===== config.mk =====
export PLATFORM = sky130hd
export DESIGN_NAME = pc_next_unit
export DESIGN_NICKNAME = d
export VERILOG_FILES = /design/src/rtl/pc_next_unit_pkg.sv /design/src/rtl/pc_next_unit_ras_stack.sv /design/src/rtl/pc_next_unit.sv
export SDC_FILE = /design/constraint.sdc
export NUM_CORES = 1
export LEC_CHECK = 0
export CORE_MARGIN = 2
export CORE_UTILIZATION = 50
export DETAILED_ROUTE_END_ITERATION = 12
export GPL_TIMING_DRIVEN = 0
export PLACE_DENSITY = 0.78
export SLEW_MARGIN = 30
export SYNTH_ARGS = -nofsm -noshare
export SYNTH_HDL_FRONTEND = slang
export SYNTH_SLANG_ARGS = --single-unit

===== constraint.sdc =====
create_clock -name i_clk -period 4.6 [get_ports i_clk]
set_clock_uncertainty 0.1 [all_clocks]
set_input_delay 1.15 -clock i_clk [delete_from_list [all_inputs] [get_ports i_clk]]
set_output_delay 1.15 -clock i_clk [all_outputs]
set_load 0.02 [all_outputs]

===== src/rtl/pc_next_unit_pkg.sv =====
// Shared constants, FSM encoding and PC-source selection for the next-PC unit.
package pc_next_unit_pkg;

   localparam int             PC_ADDR_W    = 8;
   localparam int             PC_INC       = 4;
   localparam int             PC_RAS_DEPTH = 4;
   localparam logic [7:0]     PC_RESET_VEC = 8'h00;

   localparam logic [0:0]     ST_BOOT = 1'b0;
   localparam logic [0:0]     ST_RUN  = 1'b1;

   typedef enum logic [1:0] {
      SEL_SEQ = 2'd0,
      SEL_BR  = 2'd1,
      SEL_JMP = 2'd2,
      SEL_RET = 2'd3
   } pc_sel_e;

   // Return beats jump/call, which beats a taken branch.
   function automatic pc_sel_e pc_select(input logic ret,
                                         input logic jmp_or_call,
                                         input logic br_taken);
      if (ret)
         return SEL_RET;
      if (jmp_or_call)
         return SEL_JMP;
      if (br_taken)
         return SEL_BR;
      return SEL_SEQ;
   endfunction

endpackage


===== src/rtl/pc_next_unit_ras_stack.sv =====
// Circular return-address stack: push overwrites the oldest entry when full,
// pop on empty leaves state alone; both conditions raise sticky flags.
module ras_stack
   import pc_next_unit_pkg::*;
#(
   parameter int ADDR_W = PC_ADDR_W,
   parameter int DEPTH  = PC_RAS_DEPTH,
   localparam int PTR_W = $clog2(DEPTH),
   localparam int CNT_W = PTR_W + 1
) (
   input  logic              i_clk,
   input  logic              i_rst,
   input  logic              i_push,
   input  logic              i_pop,
   input  logic [ADDR_W-1:0] i_data,
   output logic [ADDR_W-1:0] o_top,
   output logic              o_empty,
   output logic [CNT_W-1:0]  o_count,
   output logic              o_overflow,
   output logic              o_underflow
);

   logic [ADDR_W-1:0] r_mem [DEPTH];
   logic [PTR_W-1:0]  r_wr_ptr;
   logic [CNT_W-1:0]  r_count;
   logic              r_overflow;
   logic              r_underflow;

   logic              w_full;
   logic              w_empty;
   logic [PTR_W-1:0]  w_top_ptr;

   assign w_full    = (r_count == CNT_W'(DEPTH));
   assign w_empty   = (r_count == '0);
   assign w_top_ptr = r_wr_ptr - PTR_W'(1);

   // Storage carries no reset: validity is tracked solely by r_count.
   always_ff @(posedge i_clk) begin
      if (i_push && !i_pop)
         r_mem[r_wr_ptr] <= i_data;
   end

   always_ff @(posedge i_clk or posedge i_rst) begin
      if (i_rst) begin
         r_wr_ptr    <= '0;
         r_count     <= '0;
         r_overflow  <= 1'b0;
         r_underflow <= 1'b0;
      end else if (i_pop) begin
         if (w_empty) begin
            r_underflow <= 1'b1;
         end else begin
            r_wr_ptr <= w_top_ptr;
            r_count  <= r_count - CNT_W'(1);
         end
      end else if (i_push) begin
         r_wr_ptr <= r_wr_ptr + PTR_W'(1);
         if (w_full)
            r_overflow <= 1'b1;
         else
            r_count <= r_count + CNT_W'(1);
      end
   end

   assign o_top       = r_mem[w_top_ptr];
   assign o_empty     = w_empty;
   assign o_count     = r_count;
   assign o_overflow  = r_overflow;
   assign o_underflow = r_underflow;

endmodule


===== src/rtl/pc_next_unit.sv =====
// Next-PC generator: boot FSM forces the reset vector once, then selects among
// sequential, branch, jump/call and return targets each cycle.
module pc_next_unit
   import pc_next_unit_pkg::*;
#(
   parameter int                ADDR_W    = PC_ADDR_W,
   parameter int                INC       = PC_INC,
   parameter int                RAS_DEPTH = PC_RAS_DEPTH,
   parameter logic [ADDR_W-1:0] RESET_VEC = ADDR_W'(PC_RESET_VEC),
   localparam int               CNT_W     = $clog2(RAS_DEPTH) + 1
) (
   input  logic              i_clk,
   input  logic              i_rst,
   input  logic [ADDR_W-1:0] i_pc_out,
   input  logic              i_stall,
   input  logic              i_branch,
   input  logic              i_zero,
   input  logic [ADDR_W-1:0] i_offset,
   input  logic              i_jump,
   input  logic              i_call,
   input  logic              i_ret,
   input  logic [ADDR_W-1:0] i_jump_target,
   output logic [ADDR_W-1:0] o_pc_in,
   output logic              o_pc_write,
   output logic [CNT_W-1:0]  o_ras_count,
   output logic              o_ras_overflow,
   output logic              o_ras_underflow
);

   logic [0:0]        r_state;

   logic              w_run;
   logic              w_advance;
   logic              w_push;
   logic              w_pop;
   logic [ADDR_W-1:0] w_seq;
   logic [ADDR_W-1:0] w_branch_tgt;
   logic [ADDR_W-1:0] w_ras_top;
   logic              w_ras_empty;
   logic [ADDR_W-1:0] w_pc_mux;
   pc_sel_e           w_sel;

   always_ff @(posedge i_clk or posedge i_rst) begin
      if (i_rst)
         r_state <= ST_BOOT;
      else
         r_state <= ST_RUN;
   end

   assign w_run     = (r_state == ST_RUN);
   assign w_advance = w_run & ~i_stall;
   assign w_pop     = w_advance & i_ret;
   assign w_push    = w_advance & i_call & ~i_ret;

   // Offset is full width, so modular addition already acts as sign extension.
   assign w_seq        = i_pc_out + ADDR_W'(INC);
   assign w_branch_tgt = w_seq + i_offset;

   assign w_sel = pc_select(i_ret, i_jump | i_call, i_branch & i_zero);

   always_comb begin
      w_pc_mux = w_seq;
      case (w_sel)
         SEL_SEQ: w_pc_mux = w_seq;
         SEL_BR:  w_pc_mux = w_branch_tgt;
         SEL_JMP: w_pc_mux = i_jump_target;
         SEL_RET: w_pc_mux = w_ras_empty ? w_seq : w_ras_top;
         default: w_pc_mux = w_seq;
      endcase
   end

   // Reset is used combinationally so the PC load drops the instant it asserts.
   assign o_pc_in    = (i_rst || !w_run) ? RESET_VEC : w_pc_mux;
   assign o_pc_write = ~i_rst & (~w_run | ~i_stall);

   ras_stack #(
      .ADDR_W (ADDR_W),
      .DEPTH  (RAS_DEPTH)
   ) u_ras (
      .i_clk       (i_clk),
      .i_rst       (i_rst),
      .i_push      (w_push),
      .i_pop       (w_pop),
      .i_data      (w_seq),
      .o_top       (w_ras_top),
      .o_empty     (w_ras_empty),
      .o_count     (o_ras_count),
      .o_overflow  (o_ras_overflow),
      .o_underflow (o_ras_underflow)
   );

endmodule


# Yosys cells after proc, flatten, opt, wreduce, memory -nomap -nowiden
# Memories as Yosys holds them, arrays and structs flattened.
# Index checks and enable logic that the tools add are counted.
dict set report classes {
  mux 24
  bitwise_logic 13
  add_sub_neg 6
  n_eq_ne 6
  n_reduce_logical 11
}
# cell n
set op_table {}
lappend op_table {{$pmux W8 S4} 1}
lappend op_table {{$mux W2} 9}
lappend op_table {{$mux W8} 2}
lappend op_table {{$mux W3} 4}
lappend op_table {{$add A8 B3 Y8 const B} 1}
lappend op_table {{$add A8 B8 Y8} 1}
lappend op_table {{$mux W1} 8}
lappend op_table {{$and A1 B1 Y1} 6}
lappend op_table {{$reduce_and A3 Y1} 2}
lappend op_table {{$not A1 Y1} 5}
lappend op_table {{$eq A2 B2 Y1 const B} 2}
lappend op_table {{$reduce_and A2 Y1} 2}
lappend op_table {{$add A3 B1 Y3 const B} 1}
lappend op_table {{$eq A3 B3 Y1 const B} 1}
lappend op_table {{$logic_not A3 Y1} 1}
lappend op_table {{$sub A3 B1 Y3 const B} 1}
lappend op_table {{$add A2 B1 Y2 const B} 1}
lappend op_table {{$eq A2 B1 Y1 const B} 1}
lappend op_table {{$logic_not A1 Y1} 2}
lappend op_table {{$logic_not A2 Y1} 1}
lappend op_table {{$ne A2 B1 Y1 const B} 1}
lappend op_table {{$ne A2 B2 Y1 const B} 1}
lappend op_table {{$or A1 B1 Y1} 2}
lappend op_table {{$reduce_bool A2 Y1} 1}
lappend op_table {{3 further kinds} 3}
dict set report totals {
  ff_bits 8
  mem_count 1
  ram_bits 32
}
# name depth width read_ports rd_clocked_by_memory_dff write_ports line_no
set mem_list {}
lappend mem_list {u_ras.r_mem 4 8 1 0 1 pc_next_unit_ras_stack.sv:23} ;# logic [ADDR_W-1:0] r_mem [DEPTH];

# Logic depth before layout (Yosys ltp)
# Gate-level depths: netlist of run 1.
dict set report depth {
  ltp_word 11
  depth_mapped 9
  mapped_depth_nobuf 9
}

# Hierarchy
# From an unflattened synthesis of run 1, not the netlist that was laid out.
dict set report unflattened {
  hier_cells 203
  hier_area_um2 2423.6
}
# module area_each_um2 seq_area_each_um2 cells_each instances
set by_module_without_submodules {}
lappend by_module_without_submodules {ras_stack 1622.8 1136.1 89 1}
lappend by_module_without_submodules {pc_next_unit 800.8 25.0 114 1}

# Worst setup path before layout of run 1
# No wires, ideal clock.
dict set report synth_path {
  path_kind {input-to-output}
  from {input i_pc_out[2]}
  to {output o_pc_in[7]}
  path_slack_ns 0.057
  arrival_time_ns 3.293
  cell_stages 8
  n_path_buf 0
  cell_sequence {ha_1 xor2_1 ha_1 a21oi_1 o21ai_0 or4_1 mux2_2 o22ai_1}
}
dict set report synth_between {
  elab_chain_len 4
  word_cells_on_any_way 5
  cone_classes {add/sub: 2; mux: 3}
}
# item line_no
set synth_rtl {}
lappend synth_rtl {{start, declared} pc_next_unit.sv:14} ;# input logic [ADDR_W-1:0] i_pc_out,
lappend synth_rtl {{$add A8 B3 Y8} pc_next_unit.sv:56} ;# assign w_seq = i_pc_out + ADDR_W'(INC);
lappend synth_rtl {{named net u_ras.i_data[4]} pc_next_unit_ras_stack.sv:15} ;# input logic [ADDR_W-1:0] i_data,
lappend synth_rtl {{$add A8 B8 Y8} pc_next_unit.sv:57} ;# assign w_branch_tgt = w_seq + i_offset;
lappend synth_rtl {{$pmux W8 S4} pc_next_unit.sv:63} ;# case (w_sel)
lappend synth_rtl {{$mux W8} pc_next_unit.sv:73} ;# assign o_pc_in = (i_rst || !w_run) ? RESET_VEC : w_pc_mux;
lappend synth_rtl {{end, declared} pc_next_unit.sv:23} ;# output logic [ADDR_W-1:0] o_pc_in,
# The timed path passes the listed nets, and every way through them passes these cells.

# Worst setup path after layout of run 1
# Same ends and word-level chain as after synthesis.

==> metrics.md, run 1 <==
| Metric | Value |
|---|---|
| Number of buffers created by CTS | `5` |
| Clock power frac | `0.204` |
| Seq/Total Area, Yosys | `0.4931` |
| Final setup viols | `0` |
| Diode count | `0` |
| Part of the power in combinational logic | `0.446` |
| Placed cells | `294` |
| Seq pwr share | `0.350` |
| Max-slew violations | `0` |
| IO Port Bufs | `between 40 and 50` |
| Post-DP Area | `0.002860 sq mm` |
| Switching Share | `0.3470` |
| Die width | `72.63 um` |
| Post-route ant nets | `0` |
| Cells after synthesis | `198` |
| CP required | `3350 ps` |
| WHS | `369.8 ps` |
| Slew at the pin closest to its max-slew limit | `602.0 ps` |
| Psw | `467.7 uW` |
| Reg clk slew, reported paths | `70 ps` |
| Commonest non-fill, non-tap cell in the layout | `edfxtp_1` |
| Worst r2r path cells | `7` |
| Hold violation count in the final report | `0` |
| Most frequent cells in the layout | `edfxtp_1 (32), clkdlybuf4s50_1 (30), nand2_1 (17), a21oi_1 (13), inv_1 (11)` |
| FP Rows | `24` |
| Die Area | `around 0.0053 sq mm` |
| Post-synth cell types | `between 40 and 50` |
| FF+latch area | `between 0.001 and 0.0015 sq mm` |
| R2r startpoint | `u_ras.r_wr_ptr[0]` |
| Setup crit start kind | `input pin` |
| Post-Syn Area | `about 0.0024 sq mm` |
| Hold_buf cts | `0` |
| Hold depth | `1` |
| Final Power | `1.348 mW` |
| DR pass1 iterations | `4` |
| Power Density | `approximately 430 mW/mm^2` |
| Max frequency | `~220 MHz` |
| Cell area after layout | `0.003109 sq mm` |
| Mapped Nets | `approximately 240` |
| Top Ports | `between 40 and 50` |
| Chip height | `72.63 um` |
| Share of flip-flops with an asynchronous set or reset | `0.2000` |
| Status | `complete, no violations` |
| # fillers | `302` |
| Reg2reg end | `u_ras.r_wr_ptr[1]` |
| Core area | `0.004444 sq mm` |
| RSZ-0062 raised after global routing | `yes` |
| Syn_area_per_cell | `11.89 sq um` |
| Tcrit/Tclk final | `0.9994` |
| Internal power | `880.1 uW` |
| Final Wtd Congestion | `around 0.86` |
| Post-synth EDFFs | `32` |
| Fin nets | `about 300` |
| Synth Warn # | `0` |
| Hold path endpoint | `u_ras.o_overflow` |
| Clk sink count | `40` |
| WL final | `between 5000 and 6000 um` |
| Crit Path Category | `input pin to output port` |
| VDD IR max | `around 0.33 mV` |
| CP max stage delay | `480 ps` |
| Seq cells post-synth | `40` |
| Initial antenna violation count | `0` |
| Vias in the first global route | `1660` |
| Clk_lat worst skew | `around 290 ps` |
| Post-synth top flop | `edfxtp_1` |
| CTS tree | `built` |
| 1st-iter DRT viols | `approximately 130` |
| Largest net degree at the start of global routing | `13` |
| Start point of the worst hold path | `u_ras.o_overflow` |
| Critical Path AT | `around 3400 ps` |
| H-Tree Depth | `2` |
| Critical Path Slowest Stage Cell | `or4_1` |
| Footprint of the multi-input gates | `0.001251 sq mm` |
| Pleak | `around 1.2 nW` |
| Clock Tree Root | `clkbuf_8` |
| # DRC | `0` |
| Dpl hpwl | `3894 um` |
| CP Cell Sequence | `clkbuf_2 > ha_4 > nand3_2 > xnor2_4 > ha_4 > nand2_1 > a211oi_1 > or4_1 > mux2_2 > o22ai_2 > buf_4` |
| Max-cap violations | `0` |
| Critical-path maximum fanout | `5` |
| Finished Layout Cells | `about 310` |
| Minimum clock period | `~4600 ps` |
| Area grow syn2layout | `32.04%` |
| First-pass GRT wire length | `just over 8000 um` |
| CP Capture Type | `output port` |
| Cell mode on critical path | `ha_4` |
| Detailed-route vias per instance | `5.786` |
| Clk buf depth | `2` |
| Routed WL per cell | `17.22 um` |
| GRT overflow | `0` |
| GRT Total Usage | `0.2092` |
| Layout cell share with drive strength beyond 1 | `0.1797` |
| Util after Layout | `0.6996` |
| Initial core utilization | `0.5298` |
| Flop-to-flop setup slack | `roughly 2400 ps` |
| Worst slew margin | `0.5958` |
| Vias | `between 1500 and 2000` |
| Type of the most critical hold path | `flip-flop to flip-flop` |
-- registers in the layout (all words and copies together) (netlist names) --
| register | cells |
|---|---|
| u_ras.r_mem | 32 |
| u_ras.o_overflow | 1 |
| r_state | 1 |
| u_ras.r_wr_ptr | 2 |
| u_ras.o_count | 3 |
| u_ras.o_underflow | 1 |
-- logic make-up after synthesis --
group,Yosys count,share of synthesized area
and+or+nand+nor,49,0.1052
other,1,0.001593
muxes,13,0.09830
AOI/OAI and AO/OA,55,0.1530
DFF,40,0.4931
xor gates and xnor gates,9,0.03985
buffers and inverters,17,0.02816
adders and majority gates,14,0.08076
-- metrics by stage --
| step | setup TNS, ps | setup WS (ps) |
|---|---|---|
| after floorplan | 0 | 57.21 |
| after global placement | -3717 | -1282 |
| after detailed placement | -3964 | -1328 |
| after CTS | -153.8 | -153.8 |
| after global routing | -66.25 | -66.25 |
| final | 0 | 2.774 |
-- critical path: cells and delay by family --
family          cells  cell delay [ps]
compound gates      2              230
xor+xnor            1              230
fa+ha+maj           2              430
buf+inv             2              310
mux                 1              280
simple gates        3              700
-- timing repair --
item	CTS	global route
gates resized for setup	37	14
buffers inserted	3	3
endpoints found under the setup margin	8	4
pin swaps	3	1
-- worst max-delay path by stage --
| stage | startpoint | endpoint |
|---|---|---|
| final | i_pc_out[2] | o_pc_in[7] |
| after global routing | i_pc_out[2] | o_pc_in[7] |
| after CTS | i_pc_out[3] | o_pc_in[7] |
| after detailed placement | i_pc_out[2] | o_pc_in[7] |
| after global placement | i_pc_out[2] | o_pc_in[7] |
| after floorplan | i_pc_out[2] | o_pc_in[7] |
-- power groups by stage --
| stage | combinational (mW) | clock (mW) | sequential, mW |
|---|---|---|---|
| floorplan | 0.368 | 0 | 0.498 |
| global placement | 0.572 | 0 | 0.478 |
| detailed placement | 0.581 | 0 | 0.479 |
| CTS | 0.597 | 0.275 | 0.472 |
| global route | 0.653 | 0.290 | 0.478 |
| finish | 0.601 | 0.275 | 0.472 |
-- layout make-up --
cell class / count / share of cell area
repair buffers: 50 / 0.1473
well taps: 52 / 0.02093
flip-flops and latches: 40 / 0.3734
inverters: 11 / 0.01328
clock buffers: 6 / 0.02334
multi-input cells: 141 / 0.4024
clock inverters: 2 / 0.01127
plain buffers: 6 / 0.008048
-- layer usage --
layer  vias up  routed length [um]  global-route usage
li1        880                   -                   -
met1       839                2468              0.3154
met2        55                2471              0.3192
met3         8                 281             0.02762
met4         0                  82             0.06173
met5         -                   0                   0
-- cell usage after synthesis, types with 3 or more instances --
master,n,area (sq um)
nand2_1,17,63.81
clkbuf_1,4,15.01
o22a_1,3,26.28
a211oi_1,3,22.52
xor2_1,4,35.03
mux2i_1,4,40.04
ha_1,12,150.1
a21oi_1,16,80.08
a31oi_1,3,18.77
and2_1,5,31.28
nor3_1,5,25.02
inv_1,11,41.29
o21ai_0,9,45.04
a21o_1,3,22.52
nand3_1,4,20.02
edfxtp_1,32,960.9
dfrtp_1,8,200.2
mux4_2,8,180.2
xnor2_1,4,35.03
o221ai_1,6,52.55
nor2_1,7,26.28
(Power assumes the default switching activity.)
==> run 2, diff against run 1 <==
--- a/config.mk
+++ b/config.mk
@@ -10,6 +10,7 @@
 export DETAILED_ROUTE_END_ITERATION = 12
 export GPL_TIMING_DRIVEN = 0
 export PLACE_DENSITY = 0.78
+export SKIP_CTS_REPAIR_TIMING = 1
 export SLEW_MARGIN = 30
 export SYNTH_ARGS = -nofsm -noshare
 export SYNTH_HDL_FRONTEND = slang
==> run 2 against run 1 <==
  * The run now ends with setup timing left
  * Maximum frequency fell by 1.8%
  * Non-clock buffer count fell by 3
  * First-iteration DRC count fell by 29%
  * Total power fell by 0.49%
  * Via count rose by 0.28%
  * Largest cell class unchanged
  * Critical endpoint unchanged
  * Combinational power fell by 0.8%
  * Global-route usage fell by 1.0 points
  * Worst setup slack got worse by 84 ps
  * Register-to-register slack improved by 200 ps
  * Final area rose by 0.48%
==> metrics.md, run 2 (same netlist as run 1, synthesis figures left out) <==
| Metric | Value |
|---|---|
| Die width | `72.63 um` |
| Minimum clock period | `4682 ps` |
| Commonest non-fill, non-tap cell in the layout | `edfxtp_1` |
| Initial core utilization | `0.5298` |
| Routed WL per cell | `around 17 um` |
| Vias in the first global route | `1641` |
| IO Port Bufs | `44` |
| Vias | `about 1800` |
| # DRC | `0` |
| FP Rows | `24` |
| Biggest register | `u_ras.r_mem` |
| Layout cell share with drive strength beyond 1 | `0.1621` |
| Start point of the worst hold path | `u_ras.o_overflow` |
| Most frequent cells in the layout | `edfxtp_1 (32), clkdlybuf4s50_1 (30), nand2_1 (17), a21oi_1 (14), inv_1 (11)` |
| Setup crit start kind | `input pin` |
| Largest net degree at the start of global routing | `13` |
| CP Cell Sequence | `dlymetal6s2s_1 > ha_4 > nand3_2 > xnor2_4 > ha_4 > nand2_1 > a211oi_1 > or4_1 > mux2_2 > o22ai_2 > buf_4` |
| Reg clk slew, reported paths | `approximately 70 ps` |
| Diode count | `0` |
| Slew at the pin closest to its max-slew limit | `~650 ps` |
| Worst r2r path cells | `6` |
| Max reg flops | `32` |
| WL final | `about 5200 um` |
| Max frequency | `213.6 MHz` |
| Hold depth | `1` |
| Fin nets | `about 300` |
| Cell area after layout | `between 0.003 and 0.004 sq mm` |
| Type of the most critical hold path | `flip-flop to flip-flop` |
| CP max stage delay | `~480 ps` |
| First-pass GRT wire length | `a little under 8000 um` |
| Die Area | `~0.0053 sq mm` |
| Number of buffers created by CTS | `5` |
| Flop-to-flop setup slack | `roughly 2600 ps` |
| Dpl hpwl | `~3900 um` |
| H-Tree Depth | `2` |
| Final setup viols | `1` |
| Initial antenna violation count | `0` |
| Area grow syn2layout | `32.68%` |
| Critical Path AT | `~3400 ps` |
| Power Density | `approximately 430 mW/mm^2` |
| CTS tree | `built` |
| Violated checks | `setup timing` |
| Tcrit/Tclk final | `1.018` |
| R2r startpoint | `u_ras.r_wr_ptr[0]` |
| GRT Total Usage | `0.1990` |
| Final Wtd Congestion | `0.8560` |
| Reg2reg end | `u_ras.r_wr_ptr[1]` |
| Critical Path Slowest Stage Cell | `or4_1` |
| GRT overflow | `0` |
| Post-DP Area | `0.002860 sq mm` |
| Clk buf depth | `2` |
| Pre-CTS setup slack | `-1328 ps` |
| Hold path endpoint | `u_ras.o_overflow` |
| Pleak | `1.290 nW` |
| RSZ-0062 raised after global routing | `yes` |
| 1st-iter DRT viols | `94` |
| Worst slew margin | `0.5654` |
| VDD IR max | `0.3252 mV` |
| Status | `finished with violations` |
| Max-cap violations | `0` |
| Clk sink count | `40` |
| Max-slew violations | `0` |
| Detailed-route vias per instance | `a little under 6` |
| Final setup margin | `-81.61 ps` |
| Top Ports | `between 40 and 50` |
| Cell mode on critical path | `ha_4` |
| Chip height | `72.63 um` |
| Post-route ant nets | `0` |
| Hold violation count in the final report | `0` |
| Core area | `about 0.0044 sq mm` |
| DR pass1 iterations | `4` |
| CP Capture Type | `output port` |
| Crit Path Category | `input pin to output port` |
| Clock Tree Root | `clkbuf_8` |
| CP required | `about 3400 ps` |
| Clk_lat worst skew | `slightly below 300 ps` |
| Critical-path maximum fanout | `5` |
-- run 2: cell types whose count changed in the layout (fill, tap and decap cells not counted), sizes merged --
cell,before,now
dlymetal6s2s,2,10
dlygate4sd2,5,0
buf,10,7
clkbuf,14,12
clkdlybuf4s15,1,0
-- run 2: how the worst max path moves through the flow --
stage | startpoint | endpoint | cells after the start
floorplan | i_pc_out[2] | o_pc_in[7] | 8
global placement | i_pc_out[2] | o_pc_in[7] | 10
detailed placement | i_pc_out[2] | o_pc_in[7] | 11
CTS | i_pc_out[2] | o_pc_in[7] | 11
global route | i_pc_out[3] | o_pc_in[7] | 11
finish | i_pc_out[3] | o_pc_in[7] | 11
-- run 2: metal layers --
layer | global-route usage | routed length (um) | share of wire
met2 | 0.3131 | 2432 | 0.47
met5 | 0 | 0 | 0
met4 | 0.06173 | 82 | 0.016
met3 | 0.02762 | 226 | 0.044
met1 | 0.2890 | 2441 | 0.47
-- run 2: layout make-up --
| class | instances | area [sq um] |
|---|---|---|
| fill | 299 | 1320 |
| multi-input combinational | 141 | 1250 |
| sequential | 40 | 1161 |
| timing repair buffer | 48 | 478.0 |
| clock buffer | 6 | 72.57 |
| tap | 52 | 65.06 |
| inverter | 11 | 41.29 |
| clock inverter | 2 | 35.03 |
| buffer | 5 | 21.27 |
-- run 2: report_power, final --
part	switching, mW	internal (mW)	total (mW)	leakage (nW)
Combinational	0.310	0.287	0.596	0.852
Clock	0.111	0.161	0.272	0.0552
Sequential	0.0398	0.433	0.472	0.383
-- run 2: stage by stage --
stage	hold WS [ps]	total power, mW	std cells	utilization	TNS, ps
6_report	369.8	1.341	305	0.7030	-81.61
5_1_grt	393.8	1.419	305	0.7030	-172.7
4_1_cts	374.0	1.333	302	0.6678	-4029
3_5_place_dp	356.6	1.060	294	0.6436	-3964
3_3_place_gp	356.9	1.049	294	0.6436	-3717
2_1_floorplan	438.3	0.8662	198	-	0
-- run 2: critical path, delay by kind of cell --
family / cells / cell delay, ps
AO/OA/AOI/OAI: 2 / 230
XOR/XNOR: 1 / 290
adder cells (fa/ha/maj): 2 / 450
buffers and inverters: 2 / 320
multiplexers: 1 / 280
AND/OR/NAND/NOR: 3 / 710
==> run 3, diff against run 2 <==
--- a/config.mk
+++ b/config.mk
@@ -7,9 +7,11 @@
 export LEC_CHECK = 0
 export CORE_MARGIN = 2
 export CORE_UTILIZATION = 50
+export CTS_CLUSTER_SIZE = 30
 export DETAILED_ROUTE_END_ITERATION = 12
 export GPL_TIMING_DRIVEN = 0
 export PLACE_DENSITY = 0.78
+export SETUP_SLACK_MARGIN = 0.02
 export SKIP_CTS_REPAIR_TIMING = 1
 export SLEW_MARGIN = 30
 export SYNTH_ARGS = -nofsm -noshare
==> results of run 3 <==
Final layout, timing and power as in run 2 (identical DEF).
